### config.mk
export PLATFORM = sky130hd
export DESIGN_NAME = hdsiso_pattern_gen
export DESIGN_NICKNAME = d
export VERILOG_FILES = /design/src/rtl/hdsiso_pattern_gen.sv
export SDC_FILE = /design/constraint.sdc
export NUM_CORES = 1
export LEC_CHECK = 0
export ABC_AREA = 1
export BUFFER_PORTS_ARGS = -buffer_cell sky130_fd_sc_hd__buf_4
export CORE_AREA = 2 2 39 41
export CTS_BUF_LIST = sky130_fd_sc_hd__clkbuf_8
export CTS_CLUSTER_SIZE = 10
export DETAILED_ROUTE_END_ITERATION = 10
export DIE_AREA = 0 0 41 43
export PLACE_DENSITY = 0.7
export SLEW_MARGIN = 20
export SYNTH_ARGS = -nofsm -noshare
export SYNTH_HDL_FRONTEND = slang
export SYNTH_SLANG_ARGS = --single-unit
### constraint.sdc
create_clock -name clk -period 1.19 [get_ports clk]
set_input_delay 0.0595 -clock clk [delete_from_list [all_inputs] [get_ports clk]]
set_output_delay 0.0595 -clock clk [all_outputs]
set_load 0.01 [all_outputs]
### src/rtl/hdsiso_pattern_gen.sv
// Test-pattern source (Fibonacci LFSR / external pad) for the HD SISO chain, with an optional
// self-synchronising return-path checker built only when HDSISO_PATTERN_CHECK_EN is defined.
module hdsiso_pattern_gen #(
  parameter int               WIDTH = 8,
  parameter logic [WIDTH-1:0] TAPS  = 8'hB8,
  parameter logic [WIDTH-1:0] SEED  = 8'h01,
  parameter int               LOSS  = 4
) (
  input  logic       clk,
  input  logic       rst,
  input  logic       lfsr_en,
  input  logic       din_sel,
  input  logic       d_ext,
  output logic       d_in,
  output logic       lfsr_bit,
  output logic       lfsr_period,
  input  logic       d_ret,
  input  logic       d_ret_vld,
  output logic       locked,
  output logic       err_flag,
  output logic [7:0] err_count
);

  // An all-zero seed would park the LFSR in lock-up, so it is replaced by 1.
  localparam logic [WIDTH-1:0] SEED_EFF = (SEED == '0) ? WIDTH'(1) : SEED;

  logic [WIDTH-1:0] s;
  logic [WIDTH-1:0] s_next;

  always_comb begin
    s_next = s;
    if (s == '0)
      s_next = SEED_EFF;
    else if (lfsr_en)
      s_next = {s[WIDTH-2:0], ^(s & TAPS)};
  end

  always_ff @(posedge clk) begin
    if (rst) begin
      s           <= SEED_EFF;
      d_in        <= 1'b0;
      lfsr_period <= 1'b0;
    end else begin
      s           <= s_next;
      d_in        <= din_sel ? s[WIDTH-1] : d_ext;
      lfsr_period <= lfsr_en && (s_next == SEED_EFF);
    end
  end

  assign lfsr_bit = s[WIDTH-1];

`ifdef HDSISO_PATTERN_CHECK_EN
  localparam int LW = $clog2(WIDTH + 1);
  localparam int CW = $clog2(LOSS + 1);

  localparam logic [0:0] ST_SYNC  = 1'b0;
  localparam logic [0:0] ST_TRACK = 1'b1;

  logic [0:0]       state;
  logic [WIDTH-1:0] rx;
  logic [LW-1:0]    load_cnt;
  logic [CW-1:0]    miss_cnt;
  logic [7:0]       err_cnt;
  logic             err_q;
  logic             pred;
  logic             mismatch;

  // The returned stream obeys the same recurrence as the generator, so rx predicts its next bit.
  assign pred     = ^(rx & TAPS);
  assign mismatch = (d_ret != pred) || (rx == '0);

  always_ff @(posedge clk) begin
    if (rst) begin
      state    <= ST_SYNC;
      rx       <= '0;
      load_cnt <= '0;
      miss_cnt <= '0;
      err_cnt  <= '0;
      err_q    <= 1'b0;
    end else begin
      err_q <= 1'b0;
      if (d_ret_vld) begin
        rx <= {rx[WIDTH-2:0], d_ret};
        if (state == ST_SYNC) begin
          if (load_cnt == LW'(WIDTH - 1)) begin
            state    <= ST_TRACK;
            load_cnt <= '0;
          end else begin
            load_cnt <= load_cnt + LW'(1);
          end
        end else if (mismatch) begin
          err_q <= 1'b1;
          if (err_cnt != 8'hFF)
            err_cnt <= err_cnt + 8'd1;
          // The bit that breaks lock is already shifted into rx, so it counts as the first load.
          if (miss_cnt == CW'(LOSS - 1)) begin
            state    <= ST_SYNC;
            load_cnt <= LW'(1);
            miss_cnt <= '0;
          end else begin
            miss_cnt <= miss_cnt + CW'(1);
          end
        end else begin
          miss_cnt <= '0;
        end
      end
    end
  end

  assign locked    = (state == ST_TRACK);
  assign err_flag  = err_q;
  assign err_count = err_cnt;
`else
  logic _unused;
  assign _unused   = &{1'b0, d_ret, d_ret_vld};
  assign locked    = 1'b0;
  assign err_flag  = 1'b0;
  assign err_count = 8'd0;
`endif

endmodule

==> key figures, run 1 <==
Synthesis
  • Yosys cell types: 18
  • Seq cells post-synth: 10
  • Largest area contributor in the synthesized netlist: dfxtp_1
  • Top cells by area, synth: dfxtp_1, nand2_1, buf_4, nor2_1, a21oi_1
  • Cells after Synth: 83
  • Post-Syn Area: 571 sq um
  • Mean area per synthesized cell: 6.87 sq um
  • Share of the synthesized area in the top cell type: 35.1%
  • Register area share after synthesis: 35.1%
  • Ys Warns: 0

Clocking
  • Post-CTS sizing: 0
  • CTS H-Tree Depth: 1
  • Clk buf depth: 2
  • Clk_lat worst skew: 0.24 ns
  • Cts-stage hold buffer count: 0
  • CTS sink count: 10
  • Reg clk slew, reported paths: 0.04 ns
  • CTS tree: done
  • CTS Buf Count: 3
  • Clk root buf: clkbuf_8
  • Setup repair bufs after CTS: 0

STA
  • Final worst path period share: 94.0%
  • Fmax: 0.894 GHz
  • Min Tclk post-route: 1.12 ns
  • Slew Limit Fails: 0
  • Worst Skew: 0.00238 ns
  • Setup WS post-layout: 0.0715 ns
  • Final Setup Violations: 0
  • Final Hold Viols: 0

Detailed routing
  • Initial DRT Pass Iterations: 4
  • Detailed Route Iter0 Violations: 10
  • Via count: 487
  • Via/cell ratio: 4.51
  • Final ANT Viol Nets: 0
  • DRC: 0
  • WL per Instance: 8.97 um
  • Routed Wire Length: 969 um

GRT
  • Grt total ovfl: 0
  • Vias in the first global route: 380
  • First-pass GRT wire length: 1520 um
  • Initial antenna violation count: 0
  • Global-route usage over all layers: 13.2%
  • Pin count of the biggest net entering global routing: 11

Placed design
  • Post-place setup slack: 0.0310 ns
  • Post-Place Cell Area: 598 sq um
  • Hpwl dp: 725 um
  • GPL Wtd Cong: 0.806
  • Number of I/O port buffers: 7

Flow run
  • Max_cap viols: 0

Worst setup path
  • Setup crit start kind: register
  • Crit path buf inv count: 1
  • Crit-path max cell delay: 0.32 ns
  • Crit Path Max Fanout: 2
  • Worst path slowest cell: dfxtp_1
  • CP dominant cell by count: nand2_1
  • Critical Path RT: 1.31 ns
  • Crit path max-delay family: simple AND/OR/NAND/NOR gates
  • Critical setup path kind: reg2reg
  • Crit end category: register
  • Critical Path, Cell by Cell: inv_1, ha_4, nand2_1, nand2_1, nor2_1, nor2_1, nand2_1
  • CP Data Arrival Time: 1.24 ns

Run status
  • Outcome: complete, no violations

Floorplan
  • Die W: 41 um
  • DIE AREA: 1760 sq um
  • Core Region: 1380 sq um
  • Site Rows: 14
  • Initial Util: 41.2%
  • Chip Height: 43 um
  • IO Pins: 20

Layout
  • P&R area growth vs syn: 14.5%
  • Fill cells: 149
  • Final design area excluding fillers: 653 sq um
  • Multi-input gate area: 299 sq um
  • Most common cell after layout, fill and taps aside: nand2_1
  • Most frequent cells in the layout: nand2_1, nor2_1, conb_1, dfxtp_1, buf_4
  • Share of layout cells above drive strength 1: 23.9%
  • FF+latch area: 201 sq um
  • Layout net count: 102
  • N_diodes: 0

Power
  • Power per standard cell area: 1270 nW/um^2
  • P_leak: 0.317 nW
  • VDD IR max: 0.000780 V

Hold path
  • Worst Hold Class: in2reg
[per-layer routing]
metal,up-vias,share of wire [%],global-route usage (%)
li1,258,-,-
met1,215,45,16.7
met2,12,45,17.5
met3,2,7.4,7.85
met4,0,2.3,6.00
met5,-,0,0
[area by class of cell]
cell class              count  share of cell area [%]
well taps                  16                    3.07
inverters                   7                    4.79
flip-flops and latches     10                    30.8
multi-input cells          64                    45.8
clock buffers               3                    6.32
repair buffers              8                    9.20
[power breakdown]
group | internal (W) | switching (W) | total (W)
sequential | 0.000352 | 0.0000118 | 0.000364
combinational | 0.0000461 | 0.0000732 | 0.000119
clock | 0.000221 | 0.000123 | 0.000344
total | 0.000619 | 0.000208 | 0.000827
[state kept, by name (all words and copies together) (netlist names)]
register	cells
s	8
d_in	1
lfsr_period	1
[final timing paths]
check | start | endpoint | slack, ns | cells past startpoint
worst max-delay path | s[5]$_SDFF_PP0_ | s[0]$_SDFF_PP1_ | 0.07 | 7
worst min-delay path | din_sel | d_in$_SDFF_PP0_ | 0.004 | 2
worst max register to register | s[5]$_SDFF_PP0_ | s[0]$_SDFF_PP1_ | 0.07 | 7
worst min register to register | s[6]$_SDFF_PP0_ | s[7]$_SDFF_PP0_ | 0.50 | 2
[per-stage QoR]
stage          hold slack, ns  util (%)  setup TNS [ns]  cells  power, W
6_report              0.00397      47.2               0    108  0.000827
5_1_grt               0.00206      47.2        -0.00244    108  0.000877
4_1_cts              0.000442      46.2               0    108  0.000839
3_5_place_dp            0.252      43.2               0    105  0.000485
3_3_place_gp            0.245      43.2               0    105  0.000483
2_1_floorplan           0.129         -               0     92  0.000475
[cells in the mapped netlist]
| cell type | instances |
|---|---|
| nand2_1 | 22 |
| nor2_1 | 12 |
| buf_4 | 10 |
| dfxtp_1 | 10 |
| a21oi_1 | 7 |
| inv_1 | 4 |
| o21ai_0 | 3 |
| inv_2 | 2 |
| nand2_2 | 2 |
| nor2_2 | 2 |
| nor3_1 | 2 |
| buf_6 | 1 |
| conb_1 | 1 |
| ha_1 | 1 |
| inv_6 | 1 |
| nand2_4 | 1 |
| nand3_1 | 1 |
| o21a_1 | 1 |
[cell families after synthesis]
family / count (synthesis) / share of synthesized area, %
compound gates: 11 / 10.1
fa+ha+maj: 1 / 2.19
buf+inv: 18 / 20.6
flops: 10 / 35.1
other cells: 1 / 0.657
simple gates: 42 / 31.4
Note: power is estimated with default switching activity, not from simulation.
==> run 2, diff against run 1 <==
--- a/config.mk
+++ b/config.mk
@@ -12,7 +12,7 @@
 export CTS_CLUSTER_SIZE = 10
 export DETAILED_ROUTE_END_ITERATION = 10
 export DIE_AREA = 0 0 41 43
-export PLACE_DENSITY = 0.7
+export PLACE_DENSITY_LB_ADDON = 0.2
 export SLEW_MARGIN = 20
 export SYNTH_ARGS = -nofsm -noshare
 export SYNTH_HDL_FRONTEND = slang
==> run 2 against run 1 <==
Effect of this change: sequential power is essentially flat; sequential share of layout area fell by 0.70 points; total power is 10% higher; clock power up 23%; cell count up 1.9%; clock-buffer cell count is 1 higher; sequential cell count unchanged; combinational power rose by 3%; critical path type unchanged; highest routed layer is now met3.
==> key figures, run 2 (synthesized netlist as in run 1, its figures left out) <==
Clocking
  • CTS sink count: 10
  • CTS tree: done
  • Reg clk slew, reported paths: 0.05 ns
  • Clk_lat worst skew: 0.23 ns
  • CTS H-Tree Depth: 1
  • Clk root buf: clkbuf_8
  • CTS Buf Count: 3
  • Clk buf depth: 2

Detailed routing
  • WL per Instance: 9.66 um
  • Detailed Route Iter0 Violations: 7
  • Routed Wire Length: 1060 um
  • Initial DRT Pass Iterations: 4
  • DRC: 0
  • Via count: 491
  • Via/cell ratio: 4.46
  • Final ANT Viol Nets: 0

Floorplan
  • IO Pins: 20
  • DIE AREA: 1760 sq um
  • Die W: 41 um
  • Core Region: 1380 sq um
  • Initial Util: 41.2%
  • Chip Height: 43 um
  • Site Rows: 14

Worst setup path
  • Crit Path Max Fanout: 2
  • Worst-case reg-to-reg path depth: 7
  • Setup crit start kind: register
  • Crit path max-delay family: simple AND/OR/NAND/NOR gates
  • Crit end category: register
  • Critical Path, Cell by Cell: inv_2, ha_4, nand2_1, nand2_1, nor2_1, nor2_1, nand2_1
  • CP Depth: 7
  • Worst path slowest cell: dfxtp_2
  • Critical Path RT: 1.31 ns
  • CP dominant cell by count: nand2_1
  • Crit-path max cell delay: 0.34 ns
  • Critical setup path kind: reg2reg
  • Crit path buf inv count: 1
  • CP Data Arrival Time: 1.24 ns

Power
  • VDD IR max: 0.000914 V
  • Share of power burned in combinational logic: 13.5%
  • P_leak: 0.330 nW
  • Clk pwr share: 46.6%
  • Switch share: 24.2%
  • Pint: 0.000690 W
  • Sequential share of power: 39.9%
  • Psw: 0.000220 W
  • Power per standard cell area: 1340 nW/um^2

GRT
  • Grt total ovfl: 0
  • Global-route usage over all layers: 14.6%
  • First-pass GRT wire length: 1650 um
  • Pin count of the biggest net entering global routing: 11
  • Initial antenna violation count: 0
  • Vias in the first global route: 383

Run status
  • Outcome: complete, no violations

Layout
  • P&R area growth vs syn: 19.3%
  • Fill cells: 150
  • Top reg by flops: s
  • Number of flip-flops in the largest register: 8
  • Share of layout cells above drive strength 1: 30.9%
  • Most frequent cells in the layout: nand2_1, nor2_1, conb_1, buf_4, a21oi_1
  • Layout net count: 103
  • Final non-filler cell total: 110
  • N_diodes: 0
  • Most common cell after layout, fill and taps aside: nand2_1
  • FF+latch area: 205 sq um
  • Largest regs: s (8), d_in (1), lfsr_period (1)
  • Multi-input gate area: 302 sq um

STA
  • Min Tclk post-route: 1.11 ns
  • Final Setup Violations: 0
  • Setup TNS: 0 ns
  • Final worst path period share: 93.5%
  • Hold slack: 0.00859 ns
  • Slew Limit Fails: 0
  • Final Hold Viols: 0
  • Worst Skew: 0.00218 ns
  • Fmax: 0.899 GHz

Hold path
  • Worst Hold Class: in2reg
  • Hold Crit Depth: 2

Placed design
  • Number of I/O port buffers: 7
  • Placed insts: 106
  • GPL Wtd Cong: 0.812
  • Hpwl dp: 770 um

Flow run
  • Max_cap viols: 0
[run 2: power groups by stage]
stage               Combinational (W)  Sequential, W  Clock [W]
global placement             0.000117       0.000369          0
CTS                          0.000118       0.000362   0.000438
floorplan                    0.000107       0.000369          0
detailed placement           0.000117       0.000369          0
global route                 0.000139       0.000365   0.000460
finish                       0.000123       0.000363   0.000424
[run 2: worst paths after layout]
path | from | end | slack [ns]
setup / recovery | s[5]$_SDFF_PP0_ | s[0]$_SDFF_PP1_ | 0.08
setup reg to reg | s[5]$_SDFF_PP0_ | s[0]$_SDFF_PP1_ | 0.08
hold / removal | din_sel | d_in$_SDFF_PP0_ | 0.009
hold reg to reg | s[2]$_SDFF_PP0_ | s[3]$_SDFF_PP0_ | 0.49
[run 2: metrics by stage]
step                utilization (%)  instance area, sq um  worst slack [ns]  power [W]
CTS                            47.7                   661            0.0189   0.000919
global placement               43.8                   606            0.0536   0.000486
finish                         49.2                   681            0.0773   0.000910
global route                   49.2                   681          -0.00827   0.000963
floorplan                         -                   604            0.0986   0.000475
detailed placement             43.8                   606            0.0376   0.000486
[run 2: layer usage]
metal	vias to the layer above	track usage, %	routed length, um	part of all wire, %
li1	260	-	-	-
met1	218	20.0	466	44
met2	13	18.4	521	49
met3	0	9.42	75	7.1
met4	0	4.00	0	0
met5	-	0	0	0
[run 2: layout make-up]
cell class                 count  share of cell area (%)
sequential                    10                    30.1
tap                           16                    2.94
timing repair buffer           9                    9.93
clock buffer                   4                    8.09
inverter                       7                    4.60
multi-input combinational     64                    44.3
[run 2: worst register-to-register path, cell delays in order (launching register included)]
cell and delay (ns):
dfxtp_2 0.34, inv_2 0.05, ha_4 0.26, nand2_1 0.04, nand2_1 0.05, nor2_1 0.04, nor2_1 0.16, nand2_1 0.07
[run 2: what timing repair did]
item | 4_1_cts | 5_1_grt
endpoints found under the setup margin | 0 | 4
hold buffers | 0 | 0
endpoints found under the hold margin | 0 | 0
gates resized for setup | 0 | 9
setup buffers | 0 | 0
==> run 3, diff against run 2 <==
--- a/config.mk
+++ b/config.mk
@@ -8,7 +8,7 @@
 export ABC_AREA = 1
 export BUFFER_PORTS_ARGS = -buffer_cell sky130_fd_sc_hd__buf_4
 export CORE_AREA = 2 2 39 41
-export CTS_BUF_LIST = sky130_fd_sc_hd__clkbuf_8
+export CTS_BUF_LIST = sky130_fd_sc_hd__clkbuf_16
 export CTS_CLUSTER_SIZE = 10
 export DETAILED_ROUTE_END_ITERATION = 10
 export DIE_AREA = 0 0 41 43
==> run 3 against run 2 <==
Effect of this change: clock skew increased by 0.00093 ns; fmax down 0.36%; sequential power hardly changed; critical path type unchanged; largest power group unchanged.
==> key figures, run 3 (synthesized netlist as in run 1, its figures left out) <==
Worst setup path
  • Crit path buf inv count: 1
  • Worst path slowest cell: dfxtp_2
  • Crit path max-delay family: simple AND/OR/NAND/NOR gates
  • Crit-path max cell delay: 0.33 ns
  • CP Data Arrival Time: 1.24 ns
  • Worst-case reg-to-reg path depth: 7
  • Crit Path Max Fanout: 2
  • Critical Path, Cell by Cell: inv_2, ha_4, nand2_2, nand2_1, nor2_1, nor2_1, nand2_1
  • Crit end category: register
  • Critical Path RT: 1.31 ns
  • Setup crit start kind: register
  • Critical setup path kind: reg2reg
  • CP Depth: 7

Power
  • Power per standard cell area: 1530 nW/um^2
  • VDD IR max: 0.00133 V
  • Total power: 0.00108 W
  • P_leak: 0.341 nW

Floorplan
  • Die W: 41 um
  • Initial Util: 41.2%
  • Core Region: 1380 sq um
  • IO Pins: 20
  • DIE AREA: 1760 sq um
  • Chip Height: 43 um
  • Site Rows: 14

Layout
  • Multi-input gate area: 304 sq um
  • Fill cells: 148
  • Most frequent cells in the layout: nand2_1, nor2_1, conb_1, buf_4, a21oi_1
  • Most common cell after layout, fill and taps aside: nand2_1
  • Top reg by flops: s
  • Layout net count: 103
  • Share of layout cells above drive strength 1: 30.9%
  • N_diodes: 0
  • P&R area growth vs syn: 23.9%
  • Number of flip-flops in the largest register: 8
  • FF+latch area: 205 sq um
  • Largest regs: s (8), d_in (1), lfsr_period (1)
  • Final Util: 51.1%

STA
  • Final Hold Viols: 0
  • Setup TNS: 0 ns
  • Final worst path period share: 93.8%
  • Worst Skew: 0.00311 ns
  • Setup WS post-layout: 0.0732 ns
  • Hold slack: 0.0115 ns
  • Final Setup Violations: 0
  • Fmax: 0.895 GHz
  • Min Tclk post-route: 1.12 ns
  • Slew Limit Fails: 0

Clocking
  • Clk root buf: clkbuf_16
  • Setup repair bufs after CTS: 0
  • CTS tree: done
  • Reg clk slew, reported paths: 0.04 ns
  • Cts-stage hold buffer count: 0
  • Clk_lat worst skew: 0.24 ns
  • CTS sink count: 10
  • CTS H-Tree Depth: 1
  • Clk buf depth: 2
  • CTS Buf Count: 3

GRT
  • Vias in the first global route: 389
  • Global-route usage over all layers: 14.6%
  • Pin count of the biggest net entering global routing: 11
  • Initial antenna violation count: 0
  • First-pass GRT wire length: 1660 um
  • Grt total ovfl: 0

Flow run
  • Max_cap viols: 0

Run status
  • Outcome: complete, no violations

Placed design
  • Hpwl dp: 770 um
  • Number of I/O port buffers: 7
  • GPL Wtd Cong: 0.812
  • Post-place setup slack: 0.0376 ns

Detailed routing
  • Initial DRT Pass Iterations: 4
  • Routed Wire Length: 1080 um
  • WL per Instance: 9.82 um
  • Final ANT Viol Nets: 0
  • Detailed Route Iter0 Violations: 6
  • DRC: 0
  • Via/cell ratio: 4.48
  • Via count: 493

Hold path
  • Worst Hold Class: in2reg
  • Hold Crit Depth: 2
## run 3: layout make-up
class	instances	area share, %
Sequential cell	10	29.0
Clock inverter	1	0.531
Multi-Input combinational cell	64	43.0
Timing Repair Buffer	9	9.56
Clock buffer	3	10.6
Tap cell	16	2.83
Inverter	7	4.42
## run 3: metrics by stage
step | instances | area [sq um]
floorplan | 92 | 604
global placement | 106 | 606
detailed placement | 106 | 606
CTS | 110 | 684
global route | 110 | 707
finish | 110 | 707
## run 3: metal layers
| metal | share of wire, % | track usage, % | vias to the layer above |
|---|---|---|---|
| met3 | 6.6 | 9.42 | 0 |
| met2 | 48 | 18.4 | 13 |
| met1 | 45 | 20.0 | 221 |
| li1 | - | - | 259 |
| met4 | 0 | 4.00 | 0 |
| met5 | 0 | 0 | - |
## run 3: final timing paths
path	startpoint	end	slack, ns
worst max register to register	s[5]$_SDFF_PP0_	s[0]$_SDFF_PP1_	0.07
worst min-delay path	din_sel	d_in$_SDFF_PP0_	0.01
worst max-delay path	s[5]$_SDFF_PP0_	s[0]$_SDFF_PP1_	0.07
worst min register to register	s[2]$_SDFF_PP0_	s[3]$_SDFF_PP0_	0.49
## run 3: power by group
| group | switching [W] | internal (W) | leakage [nW] |
|---|---|---|---|
| Clock | 0.000154 | 0.000440 | 0.0385 |
| Sequential | 0.0000116 | 0.000353 | 0.0837 |
| Combinational | 0.0000758 | 0.0000477 | 0.219 |
## run 3: what timing repair did
item                       in CTS  in global routing
gates resized for setup         0                 10
setup endpoints to repair       0                  3
hold endpoints to repair        0                  0
## run 3: worst reg2reg max path, stage by stage, from the launching register on
cell	delay [ns]
dfxtp_2	0.33
inv_2	0.05
ha_4	0.26
nand2_2	0.04
nand2_1	0.05
nor2_1	0.04
nor2_1	0.16
nand2_1	0.07
